### src/rtl/router_pkg.sv
// Shared types and constants for the router output channel.
//   FLIT_W  : flit width (all-zero flit means "no data")
//   NUM_VC  : number of virtual channels per output port
//   vc_id_t : VC identifier, VC_EVEN drains in phase 0, VC_ODD in phase 1
//   flit_t  : one flit
package router_pkg;
  localparam int FLIT_W = 64;
  localparam int NUM_VC = 2;

  typedef enum logic {
    VC_EVEN = 1'b0,
    VC_ODD  = 1'b1
  } vc_id_t;

  typedef logic [FLIT_W-1:0] flit_t;
endpackage

### src/rtl/router_vc_fifo.sv
// Single virtual-channel FIFO with a combinational head output.
// Ports:
//   clk, reset : clock, synchronous active-high reset (clears pointers/count)
//   push, pop  : enqueue din / dequeue head; ignored when full / empty
//   din, dout  : write data / current head (valid only when !empty)
//   empty, full: occupancy flags derived from the registered count
module router_vc_fifo #(
  parameter int DEPTH  = 4,
  parameter int DATA_W = 64
) (
  input  logic              clk,
  input  logic              reset,
  input  logic              push,
  input  logic              pop,
  input  logic [DATA_W-1:0] din,
  output logic [DATA_W-1:0] dout,
  output logic              empty,
  output logic              full
);
  localparam int PTR_W = $clog2(DEPTH);

  logic [DATA_W-1:0] r_mem [DEPTH];
  logic [PTR_W-1:0]  r_wr_ptr;
  logic [PTR_W-1:0]  r_rd_ptr;
  logic [PTR_W:0]    r_count;
  logic              w_push;
  logic              w_pop;

  assign empty  = (r_count == (PTR_W+1)'(0));
  assign full   = (r_count == (PTR_W+1)'(DEPTH));
  assign w_push = push && !full;
  assign w_pop  = pop && !empty;
  assign dout   = r_mem[r_rd_ptr];

  // Pointer and count update; pointers wrap naturally since DEPTH is a power of two.
  always_ff @(posedge clk) begin
    if (reset) begin
      r_wr_ptr <= PTR_W'(0);
      r_rd_ptr <= PTR_W'(0);
      r_count  <= (PTR_W+1)'(0);
    end else begin
      if (w_push) begin
        r_wr_ptr <= r_wr_ptr + PTR_W'(1);
      end
      if (w_pop) begin
        r_rd_ptr <= r_rd_ptr + PTR_W'(1);
      end
      case ({w_push, w_pop})
        2'b10:   r_count <= r_count + (PTR_W+1)'(1);
        2'b01:   r_count <= r_count - (PTR_W+1)'(1);
        default: r_count <= r_count;
      endcase
    end
  end

  // Storage array; contents need no reset because the pointers define validity.
  always_ff @(posedge clk) begin
    if (w_push && !reset) begin
      r_mem[r_wr_ptr] <= din;
    end
  end
endmodule

### src/rtl/router_output_channel.sv
// Egress stage of a mesh router port: two VC FIFOs feeding a registered
// send/data link, with VC selection by the network-wide polarity bit.
// Optional build macro: ROUTER_OUT_STATS_EN adds tx_count / drop_count.
// Ports:
//   clk, reset          : clock, synchronous active-high reset
//   polarity            : 0 drains VC0, 1 drains VC1
//   wr_en, wr_vc        : crossbar write strobe and target VC
//   data_in             : incoming flit (all-zero flit is ignored)
//   ready_in            : downstream can take a flit
//   vc_full             : per-VC full flags (back-pressure to crossbar)
//   tx_count            : (stats) pop counter, wraps
//   drop_count          : (stats) rejected non-zero writes, saturates
//   send, data_out      : registered link output; data_out is zero when !send
module router_output_channel
  import router_pkg::*;
#(
  parameter int DATA_W = FLIT_W,
  parameter int DEPTH  = 4
) (
  input  logic              clk,
  input  logic              reset,
  input  logic              polarity,
  input  logic              wr_en,
  input  logic              wr_vc,
  input  logic [DATA_W-1:0] data_in,
  input  logic              ready_in,
  output logic [1:0]        vc_full,
`ifdef ROUTER_OUT_STATS_EN
  output logic [15:0]       tx_count,
  output logic [15:0]       drop_count,
`endif
  output logic              send,
  output logic [DATA_W-1:0] data_out
);
  vc_id_t            w_wr_vc;
  vc_id_t            w_cur;
  logic              w_is_data;
  logic              w_accept;
  logic [NUM_VC-1:0] w_push;
  logic [NUM_VC-1:0] w_pop;
  logic [NUM_VC-1:0] w_empty;
  logic [NUM_VC-1:0] w_full;
  logic [DATA_W-1:0] w_head [NUM_VC];
  logic              r_send;
  logic [DATA_W-1:0] r_data_out;

  assign w_wr_vc   = vc_id_t'(wr_vc);
  assign w_cur     = vc_id_t'(polarity);
  assign w_is_data = (data_in != {DATA_W{1'b0}});
  // Full check ignores a same-cycle pop, so a full VC always rejects.
  assign w_accept  = wr_en && w_is_data && !w_full[w_wr_vc];
  assign vc_full   = w_full;
  assign send      = r_send;
  assign data_out  = r_data_out;

  // Route accepted writes to one VC and pop only the phase-active VC.
  always_comb begin
    w_push = {NUM_VC{1'b0}};
    w_pop  = {NUM_VC{1'b0}};
    if (w_accept) begin
      w_push[w_wr_vc] = 1'b1;
    end else begin
      w_push = {NUM_VC{1'b0}};
    end
    if (!w_empty[w_cur] && ready_in) begin
      w_pop[w_cur] = 1'b1;
    end else begin
      w_pop = {NUM_VC{1'b0}};
    end
  end

  for (genvar g = 0; g < NUM_VC; g++) begin : g_vc
    router_vc_fifo #(
      .DEPTH  (DEPTH),
      .DATA_W (DATA_W)
    ) u_fifo (
      .clk   (clk),
      .reset (reset),
      .push  (w_push[g]),
      .pop   (w_pop[g]),
      .din   (data_in),
      .dout  (w_head[g]),
      .empty (w_empty[g]),
      .full  (w_full[g])
    );
  end

  // Registered link output: head of the popped VC, or zero when idle.
  always_ff @(posedge clk) begin
    if (reset) begin
      r_send     <= 1'b0;
      r_data_out <= {DATA_W{1'b0}};
    end else if (w_pop != {NUM_VC{1'b0}}) begin
      r_send     <= 1'b1;
      r_data_out <= w_head[w_cur];
    end else begin
      r_send     <= 1'b0;
      r_data_out <= {DATA_W{1'b0}};
    end
  end

`ifdef ROUTER_OUT_STATS_EN
  logic        w_reject;
  logic [15:0] r_tx_count;
  logic [15:0] r_drop_count;

  assign w_reject   = wr_en && w_is_data && w_full[w_wr_vc];
  assign tx_count   = r_tx_count;
  assign drop_count = r_drop_count;

  // Statistics: tx wraps on every pop, drop saturates on full-VC rejects.
  always_ff @(posedge clk) begin
    if (reset) begin
      r_tx_count   <= 16'h0000;
      r_drop_count <= 16'h0000;
    end else begin
      if (w_pop != {NUM_VC{1'b0}}) begin
        r_tx_count <= r_tx_count + 16'h0001;
      end
      if (w_reject && (r_drop_count != 16'hFFFF)) begin
        r_drop_count <= r_drop_count + 16'h0001;
      end
    end
  end
`endif
endmodule

### config.mk
export PLATFORM = sky130hd
export DESIGN_NAME = router_output_channel
export DESIGN_NICKNAME = d
export VERILOG_FILES = /design/src/rtl/router_pkg.sv /design/src/rtl/router_vc_fifo.sv /design/src/rtl/router_output_channel.sv
export SDC_FILE = /design/constraint.sdc
export NUM_CORES = 1
export LEC_CHECK = 0
export CAP_MARGIN = 20
export CORE_AREA = 3 3 254 256
export CTS_CLUSTER_SIZE = 20
export DETAILED_ROUTE_END_ITERATION = 16
export DIE_AREA = 0 0 257 259
export RECOVER_POWER = 100
export SLEW_MARGIN = 10
export SYNTH_ARGS = -nofsm -noshare
export SYNTH_HDL_FRONTEND = slang
export SYNTH_SLANG_ARGS = --single-unit
### constraint.sdc
create_clock -name clk -period 23.9 [get_ports clk]
set_clock_uncertainty 0.2 [all_clocks]
set_input_delay 4.78 -clock clk [delete_from_list [all_inputs] [get_ports clk]]
set_output_delay 4.78 -clock clk [all_outputs]
set_load 0.05 [all_outputs]
; After elaboration in Yosys (flattened, before gate mapping)
; Memory sizes are Yosys's and may differ from the RTL's. A register that Yosys moved wholly into a read port is not among the register bits.
; Cells that the tools add are included.
[totals]
rom_bits = 0
in_bits = 70
reg_bits = 79
n_memories = 2
ramBits = 512
out_inout_bits = 67
latchBits = 0
[classes]
n_div = 0
n_bitwise = 2
multipliers = 0
reduce_logical = 25
eq_ne = 6
n_lt_le_gt_ge = 5
mux = 24
add_sub_neg = 8
n_shift = 0
[memory_table]
columns = memory, words, width, rd, rd_clocked_by_memory_dff, write_ports, line
row1 = g_vc[0].u_fifo.r_mem, 4, 64, 1, 1, 1, router_vc_fifo.sv:22  ; logic [DATA_W-1:0] r_mem [DEPTH];
row2 = g_vc[1].u_fifo.r_mem, 4, 64, 1, 1, 1, router_vc_fifo.sv:22
[op_table]
columns = cell, n
row1 = $mux W64, 3
row2 = $reduce_bool A64 Y1, 1
row3 = $mux W2, 6
row4 = $pmux W3 S2, 2
row5 = $logic_and A1 B1 Y1, 11
row6 = $mux W1, 11
row7 = $add A2 B1 Y2 const B, 4
row8 = $logic_not A1 Y1, 7
row9 = $add A3 B1 Y3 const B, 2
row10 = $eq A3 B3 Y1 const B, 2
row11 = $logic_not A3 Y1, 2
row12 = $reduce_bool A2 Y1, 3
row13 = $sub A3 B1 Y3 const B, 2
row14 = $eq A2 B1 Y1 const B, 2
row15 = $eq A2 B2 Y1 const B, 2
row16 = $lt A1 B2 Y1 const B, 2
row17 = $demux W1 S1, 2
row18 = $ge A1 B1 Y1 const B, 2
row19 = $ge A2 B2 Y1 const B, 1
row20 = $not A1 Y2, 1
row21 = $reduce_or A2 Y1, 1
row22 = $not A1 Y1, 1

; Logic depth before layout (Yosys ltp)
; Gate-level depths: netlist of run 1.
[depth]
depth_word = 10
mapped_depth = 11

; Modules after synthesis
; Synthesis of run 1 repeated with hierarchy kept, for this count alone.
[unflattened]
hier_cells = 1012
hier_area_um2 = 22069.9
[by_module_without_submodules]
columns = mod, cells_per_inst, n_inst, area_each_um2, seq_area_each_um2
row1 = router_vc_fifo, 388, 2, 9794.4, 7867.5
row2 = router_output_channel, 236, 1, 2481.1, 1301.2

; Least setup slack after synthesis of run 1
; OpenSTA, ideal clock, no wires.
[synth_path]
path_type = input to register
startpoint = input port data_in[26]
endpoint = memory g_vc[0].u_fifo.r_mem[0][0] (enable)
path_stages = 6
path_slack_ns = 12.814
t_arrival_ns = 10.308
setup_ns = 0.578
required_time_ns = 23.122
path_buffers = 1
cell_sequence = nor4_1 > nand4_1 > nor4_2 > or4b_1 > buf_6 > nor3b_1
[synth_via]
elab_chain_len = 8
[synth_rtl]
columns = element, line
row1 = start: declaration, router_output_channel.sv:25  ; input logic [DATA_W-1:0] data_in,
row2 = $reduce_bool A64 Y1, router_output_channel.sv:49  ; assign w_is_data = (data_in != {DATA_W{1'b0}});
row3 = $logic_and A1 B1 Y1 (2 in a row), router_output_channel.sv:51  ; assign w_accept = wr_en && w_is_data && !w_full[w_wr_vc];
row4 = $mux W2, router_output_channel.sv:60  ; if (w_accept) begin
row5 = $logic_and A1 B1 Y1, router_vc_fifo.sv:31  ; assign w_push = push && !full;
row6 = $logic_and A1 B1 Y1, router_vc_fifo.sv:58  ; if (w_push && !reset) begin
row7 = $mux W1, router_vc_fifo.sv:58
row8 = $mux W1 (implied by the code), router_vc_fifo.sv:59  ; r_mem[r_wr_ptr] <= din;
row9 = end: declaration, router_vc_fifo.sv:22
; No other way between the ends.

; Worst setup path in the final report of run 1
[layout_path]
startpoint = input port polarity
endpoint = register r_data_out[22] (netlist: data_out[22])
[layout_via]
elab_chain_len = 8
elab_cells_between_ends = 17
cone_classes = order compare: 2 / mux: 8 / bitwise: 2 / reduce/logical: 5
[layout_rtl]
columns = element, line
row1 = start: declaration, router_output_channel.sv:22  ; input logic polarity,
row2 = $lt A1 B2 Y1 (implied by the code) (tied with other cells), router_output_channel.sv:66  ; w_pop[w_cur] = 1'b1;
row3 = $logic_and A1 B1 Y1 (implied by the code) / $mux W1 (equally long branches), "router_output_channel.sv:66, router_output_channel.sv:65"
row4 = $mux W1 (implied by the code) / $logic_not A1 Y1 (equally long branches), "router_output_channel.sv:66, router_output_channel.sv:65"
row5 = $demux W1 S1 / $logic_and A1 B1 Y1 (equally long branches), "router_output_channel.sv:66, router_output_channel.sv:65"
row6 = $mux W2, router_output_channel.sv:65  ; if (!w_empty[w_cur] && ready_in) begin
row7 = $reduce_bool A2 Y1, router_output_channel.sv:93  ; end else if (w_pop != {NUM_VC{1'b0}}) begin
row8 = $not A1 Y1 (no line), n/a
row9 = $reduce_or A2 Y1 (no line), n/a
row10 = end signal: assignment, router_output_channel.sv:92  ; r_data_out <= {DATA_W{1'b0}};
row11 = end signal: assignment, router_output_channel.sv:95  ; r_data_out <= w_head[w_cur];
row12 = end signal: assignment, router_output_channel.sv:98  ; r_data_out <= {DATA_W{1'b0}};
row13 = end: declaration, router_output_channel.sv:45  ; logic [DATA_W-1:0] r_data_out;
; Parallel ways exist; a longest one is shown, timed or not. The select of a mux whose other input is x is not followed.
; A chain may end at the register's enable or synchronous reset.

==> results of run 1 <==
cells in the final DEF, fill, tap and decap left out, types with 3 or more instances in the layout:
cell type	netlist	layout
a21oi_1	4	4
and3b_1	4	4
buf_4	2	4
bufinv_16	0	5
clkbuf_1	24	36
clkbuf_16	0	62
clkbuf_8	0	4
clkdlybuf4s50_1	0	4
clkinv_1	0	7
clkinv_2	0	10
dfxtp_1	83	79
dfxtp_4	0	4
diode_2	0	4
dlygate4sd3_1	0	131
edfxtp_1	512	512
ha_1	10	10
inv_1	10	10
mux2i_1	67	67
mux4_2	128	128
nand2_1	4	4
nand2b_1	4	4
nand4_1	4	4
nor2_1	81	81
nor3_1	2	3
nor3b_1	5	5
nor4_1	16	16
xor2_1	6	6
Yosys cell counts:
library cell  count  area [um^2]
edfxtp_1        512        15400
mux4_2          128         2880
dfxtp_1          83         1660
nor2_1           81          304
mux2i_1          67          671
clkbuf_1         24         90.1
buf_2            20          100
nor4_1           16          100
ha_1             10          125
inv_1            10         37.5
xor2_1            6         52.6
nor3b_1           5         37.5
a21oi_1           4         20.0
and3b_1           4         35.0
nand2_1           4         15.0
nand2b_1          4         25.0
nand4_1           4         25.0
buf_4             2         15.0
fa_1              2         40.0
inv_2             2         7.51
nor3_1            2         10.0
o21ai_0           2         10.0
or3_1             2         12.5
xnor2_1           2         17.5
and3_1            1         6.26
and3_4            1         11.3
buf_1             1         3.75
buf_6             1         11.3
mux2_2            1         11.3
mux2_4            1         15.0
nand3b_1          1         7.51
nor3_2            1         10.0
nor4_2            1         12.5
or4b_1            1         10.0
cells by family (layout without fill, tap and decap cells):
family                   Yosys count  in the layout  share of synthesized area (%)
AO/OA/AOI/OAI                      6              6                          0.138
adder cells (fa/ha/maj)           12             12                          0.759
multiplexers                     197            197                           16.4
other                              0              4                              0
AND/OR/NAND/NOR                  128            128                           2.86
flip-flops                       595            595                           78.3
buffers and inverters             60            283                           1.22
XOR/XNOR                           8              8                          0.322
critical path: cells and delay by family:
kind,cells,cell delay [ns]
buffers and inverters,3,6.56
multiplexers,1,0.30
AND/OR/NAND/NOR,2,0.75
final cells by class:
type	count	area, um^2
diodes	4	10.0
multi-input cells	351	4460
inverters	12	45.0
flip-flops and latches	595	17100
well taps	846	1060
fillers	5498	36600
clock buffers	86	1680
repair buffers	157	1500
clock inverters	28	289
sequential cells by signal, indices dropped and copies added, names as in the netlist, named ones only:
register,cells
data_out,64
g_vc.u_fifo.r_count,6
g_vc.u_fifo.r_mem,512
g_vc.u_fifo.r_rd_ptr,4
g_vc.u_fifo.r_wr_ptr,4
send,1
worst max-delay path by stage:
stage	startpoint	end
final	polarity	data_out[22]$_SDFF_PP0_
after global routing	polarity	data_out[22]$_SDFF_PP0_
after global placement	data_in[32]	g_vc[0].u_fifo.r_count[2]$_SDFFE_PP0P_
after detailed placement	data_in[32]	g_vc[0].u_fifo.r_count[2]$_SDFFE_PP0P_
after floorplan	data_in[26]	g_vc[0].u_fifo.r_mem[0][0]$_DFFE_PP_
after CTS	data_in[32]	g_vc[0].u_fifo.r_count[2]$_SDFFE_PP0P_
metal layers:
| layer | up-vias | share of wire (%) | global-route usage, % |
|---|---|---|---|
| met5 | - | 0.16 | 0 |
| met4 | 12 | 1.9 | 3.54 |
| met3 | 75 | 5.9 | 3.76 |
| met2 | 218 | 50 | 24.3 |
| met1 | 5364 | 42 | 18.9 |
| li1 | 4432 | - | - |
where the power goes:
| part | internal, mW | switching (mW) |
|---|---|---|
| clock | 0.544 | 0.386 |
| combinational | 0.0584 | 0.0807 |
| sequential | 1.15 | 0.0108 |
| total | 1.75 | 0.477 |
==> impl_metrics.tcl, run 1 <==
set metrics [dict create \
    tritoncts "yes" \
    clock_latency_ns 0.61 \
    synth_cells 1006 \
    dp_cells 1960 \
    postCtsSetupRepairBufs 0 \
    tightest_slew_ns 3.89 \
    worst_path_most_repeated_cell "clkbuf_1" \
    grt_pass1_vias 10900 \
    cp_max_fo 43 \
    design_area_um2 26100 \
    yosysWarnings 0 \
    final_cells 2079 \
    slowest_delay_ns 2.87 \
    core_um2 62700 \
    dp_slack_ns 14.91 \
    fin_tns_setup_ns 0 \
    violations "capacitance limit, slew limit" \
    setup_viol 0 \
    start_util_pct 34.7 \
    antenna_found_initial 15 \
    reg2reg_setup_slack_ns 18.06 \
    portBuffers 136 \
    grt_first_pass_wirelength_um 71500 \
    ys_seq_area_share_pct 78.3 \
    fin_crit_ns 12.40 \
    synth-seq-cells 595 \
    reg2regPathDepth 6 \
    crit_slowest_cell "clkbuf_1" \
    ir_worst_vdd_v 0.0000488 \
    synth_area_um2 21800 \
    die_w_um 257 \
    syn_avg_cell_area_um2 21.6 \
    nets 1259 \
    post-route-util_pct 41.6 \
    hold_class "reg2reg" \
    layout-drive-gt1-share_pct 18.7 \
    leakage_nw 8.46 \
    drtIter0Drc 658 \
    path_clk_slew_ns 0.06 \
    r2r_end "g_vc[0].u_fifo.r_mem[0][58]$_DFFE_PP_" \
    placed_area_um2 24200 \
    power_mw 2.23 \
    postCtsHoldBufs 0 \
    slew_headroom_pct -160 \
    ant_nets 0 \
    detail_route.wl_per_cell_um 23.1 \
    drv_slew 554 \
    required_ns 24.00 \
    hold_path.startpoint "g_vc[1].u_fifo.r_count[2]$_SDFFE_PP0P_" \
    worstPathCellList "clkbuf_1 > clkbuf_1 > mux2i_1 > nand3b_1 > clkbuf_1 > nor2_1" \
    holdPathStages 2 \
    fin_hold_ws_ns 0.303 \
    r2r_start "g_vc[0].u_fifo.r_count[0]$_SDFFE_PP0P_" \
    synth_cell_types 34 \
    rsz0062_at_grt "false" \
    grt_use_total_pct 14.5 \
    cts_buffers 60 \
    critical_path_arrival_ns 12.50 \
    syn_nets 1088 \
    critPathKind "in2reg" \
    post_cts_resized 0 \
    die-area_um2 66600 \
    io_pins 137 \
    power.density_nw_per_um2 85.4 \
    drtPass1Iterations 5 \
    wl_um 48000 \
    fin_ws_ns 11.50 \
    cts_root_buf "clkbuf_16" \
    gp_congestion 0.692 \
    grt_max_degree 49 \
    hold_violations 0 \
    fmax_mhz 80.6 \
    finalCritPeriodShare_pct 51.9 \
    fp.dieH_um 259 \
    status "finished with violations" \
    rows 92 \
    syn_to_final_growth_pct 19.9 \
    cts_sinks 595 \
    vias 10100 \
    holdPathEnd "g_vc[1].u_fifo.r_count[2]$_SDFFE_PP0P_" \
    viasPerCell 4.86 \
    overflow 0 \
    clockBufferDepth 3 \
    cp-end-kind "register" \
    cp-start-kind "input pin" \
    hpwl_um 26300 \
    maxCapViolations 14 \
    drc 0 \
    htree_levels 2 \
]
Note: power is estimated with default switching activity, not from simulation.
==> run 2: changes to the inputs <==
clock period = 12.59 ns   (was 23.9 ns; I/O delays follow)
==> run 2 against run 1 <==
The run still ends with capacitance limit, slew limit left. Flip-flop and latch count unchanged. Worst setup slack got worse by 7.6 ns. Global-route usage fell by 0.18 points. Final area is essentially flat. Die area did not move. Combinational power increased by 90%. Power increased by 89%. Sequential share of layout area about the same. Core utilization about the same. Sequential power increased by 90%. Clock power is 87% higher. Critical path depth increased by 3. Largest power group unchanged.
==> impl_metrics.tcl, run 2 (synthesized netlist as in run 1, its figures left out) <==
set metrics [dict create \
    die_w_um 257 \
    layout_commonest_cell "edfxtp_1" \
    nets 1260 \
    path_clk_slew_ns 0.06 \
    largest_reg_flops 512 \
    critPathKind "in2reg" \
    setup_viol 0 \
    fin_crit_ns 8.73 \
    layout-drive-gt1-share_pct 18.8 \
    drtPass1Iterations 4 \
    ant_nets 0 \
    tightest_slew_ns 3.98 \
    worstPathCellList "clkbuf_1 > clkbuf_1 > nor3b_1 > ha_1 > inv_1 > fa_1 > xor2_1 > or3_1 > a21oi_1" \
    io_pins 137 \
    clockBufferDepth 3 \
    antenna_found_initial 16 \
    p_clk_share_pct 41.4 \
    switching_power_mw 0.896 \
    portBuffers 136 \
    ir_worst_vdd_v 0.0000939 \
    leakage_nw 8.46 \
    detail_route.wl_per_cell_um 22.8 \
    post_cts_resized 0 \
    cts_root_buf "clkbuf_16" \
    rows 92 \
    switching_share_pct 21.3 \
    postCtsHoldBufs 0 \
    vias 10000 \
    reg2regPathDepth 6 \
    grt_use_total_pct 14.3 \
    status "finished with violations" \
    dr_wl_met2_um 23900 \
    die-area_um2 66600 \
    critical_path_arrival_ns 9.06 \
    core_um2 62700 \
    final_cells 2079 \
    reg2reg_setup_slack_ns 6.75 \
    p_int_mw 3.31 \
    viasPerCell 4.81 \
    grt_first_pass_wirelength_um 70600 \
    postCtsSetupRepairBufs 0 \
    crit_slowest_cell "clkbuf_1" \
    tritoncts "yes" \
    cp_max_fo 43 \
    drv_slew 467 \
    hold_path.startpoint "g_vc[1].u_fifo.r_count[2]$_SDFFE_PP0P_" \
    overflow 0 \
    slowest_delay_ns 2.92 \
    p_comb_share_pct 6.3 \
    finalCritPeriodShare_pct 69.3 \
    grt_max_degree 49 \
    dp_cells 1960 \
    cts_sinks 595 \
    post-route-util_pct 41.6 \
    fp.dieH_um 259 \
    drc 0 \
    slew_headroom_pct -165 \
    top_layer "met5" \
    layout_common_cells "edfxtp_1 (512), dlygate4sd3_1 (131), mux4_2 (128)" \
    hpwl_um 26100 \
    clock_latency_ns 0.61 \
    fin_tns_setup_ns 0 \
    largest_register "g_vc.u_fifo.r_mem" \
    cp-end-kind "register" \
    power.density_nw_per_um2 161 \
    worst_path_most_repeated_cell "clkbuf_1" \
    hold_class "reg2reg" \
    maxCapViolations 11 \
    wl_um 47400 \
    holdPathStages 2 \
    start_util_pct 34.7 \
    drtIter0Drc 646 \
    p_seq_share_pct 52.3 \
    htree_levels 2 \
    holdPathEnd "g_vc[1].u_fifo.r_count[2]$_SDFFE_PP0P_" \
    fmax_mhz 115 \
    r2r_start "g_vc[0].u_fifo.r_count[0]$_SDFFE_PP0P_" \
    drt-met1-wl_um 19900 \
    required_ns 12.92 \
    wl_met3_um 2770 \
    gp_congestion 0.691 \
    hold_violations 0 \
    cts_buffers 61 \
    rsz0062_at_grt "false" \
    grt_pass1_vias 10900 \
    syn_to_final_growth_pct 19.8 \
    violations "capacitance limit, slew limit" \
    power_mw 4.20 \
    r2r_end "g_vc[0].u_fifo.r_mem[0][49]$_DFFE_PP_" \
    cp-start-kind "input pin" \
]
## run 2: final cells by class
type | instances | area [um^2]
clock buffers | 82 | 1690
well taps | 846 | 1060
clock inverters | 31 | 260
repair buffers | 157 | 1500
diodes | 5 | 12.5
inverters | 12 | 45.0
multi-input cells | 351 | 4460
fillers | 5486 | 36700
flip-flops and latches | 595 | 17100
## run 2: metrics by stage
| stage | hold slack (ns) | cell area (um^2) | setup slack (ns) |
|---|---|---|---|
| finish | 0.316 | 26100 | 3.86 |
| global placement | 0.283 | 24200 | 5.93 |
| floorplan | 0.267 | 21800 | 3.77 |
| CTS | 0.319 | 26100 | 6.51 |
| global route | 0.342 | 26100 | 3.54 |
| detailed placement | 0.310 | 24200 | 5.87 |
## run 2: how the worst max path moves through the flow
stage	startpoint	end	slack, ns
after global placement	data_in[32]	g_vc[0].u_fifo.r_count[2]$_SDFFE_PP0P_	5.93
after global routing	polarity	g_vc[0].u_fifo.r_count[2]$_SDFFE_PP0P_	3.54
final	polarity	g_vc[0].u_fifo.r_count[2]$_SDFFE_PP0P_	3.86
after detailed placement	data_in[35]	g_vc[0].u_fifo.r_count[2]$_SDFFE_PP0P_	5.87
after floorplan	data_in[26]	g_vc[0].u_fifo.r_mem[0][0]$_DFFE_PP_	3.77
after CTS	data_in[35]	g_vc[0].u_fifo.r_count[2]$_SDFFE_PP0P_	6.51
## run 2: power by group through the flow
stage / clock network, mW / registers, mW / logic, mW
floorplan: 0 / 2.27 / 0.137
global placement: 0 / 2.24 / 0.270
detailed placement: 0 / 2.24 / 0.274
CTS: 1.79 / 2.20 / 0.275
global route: 1.87 / 2.20 / 0.285
finish: 1.74 / 2.20 / 0.264
## run 2: metal layers
metal,vias up,GRT usage [%]
met5,-,0
met4,10,3.50
met3,73,4.12
met2,195,24.5
met1,5298,17.9
li1,4432,-
## run 2: worst max-delay path, delay by kind of cell
family                     cells  cell delay (ns)
xor gates and xnor gates       1             0.07
buffers and inverters          3             4.73
adders and majority gates      2             0.67
AOI/OAI and AO/OA              1             0.15
and+or+nand+nor                2             0.84
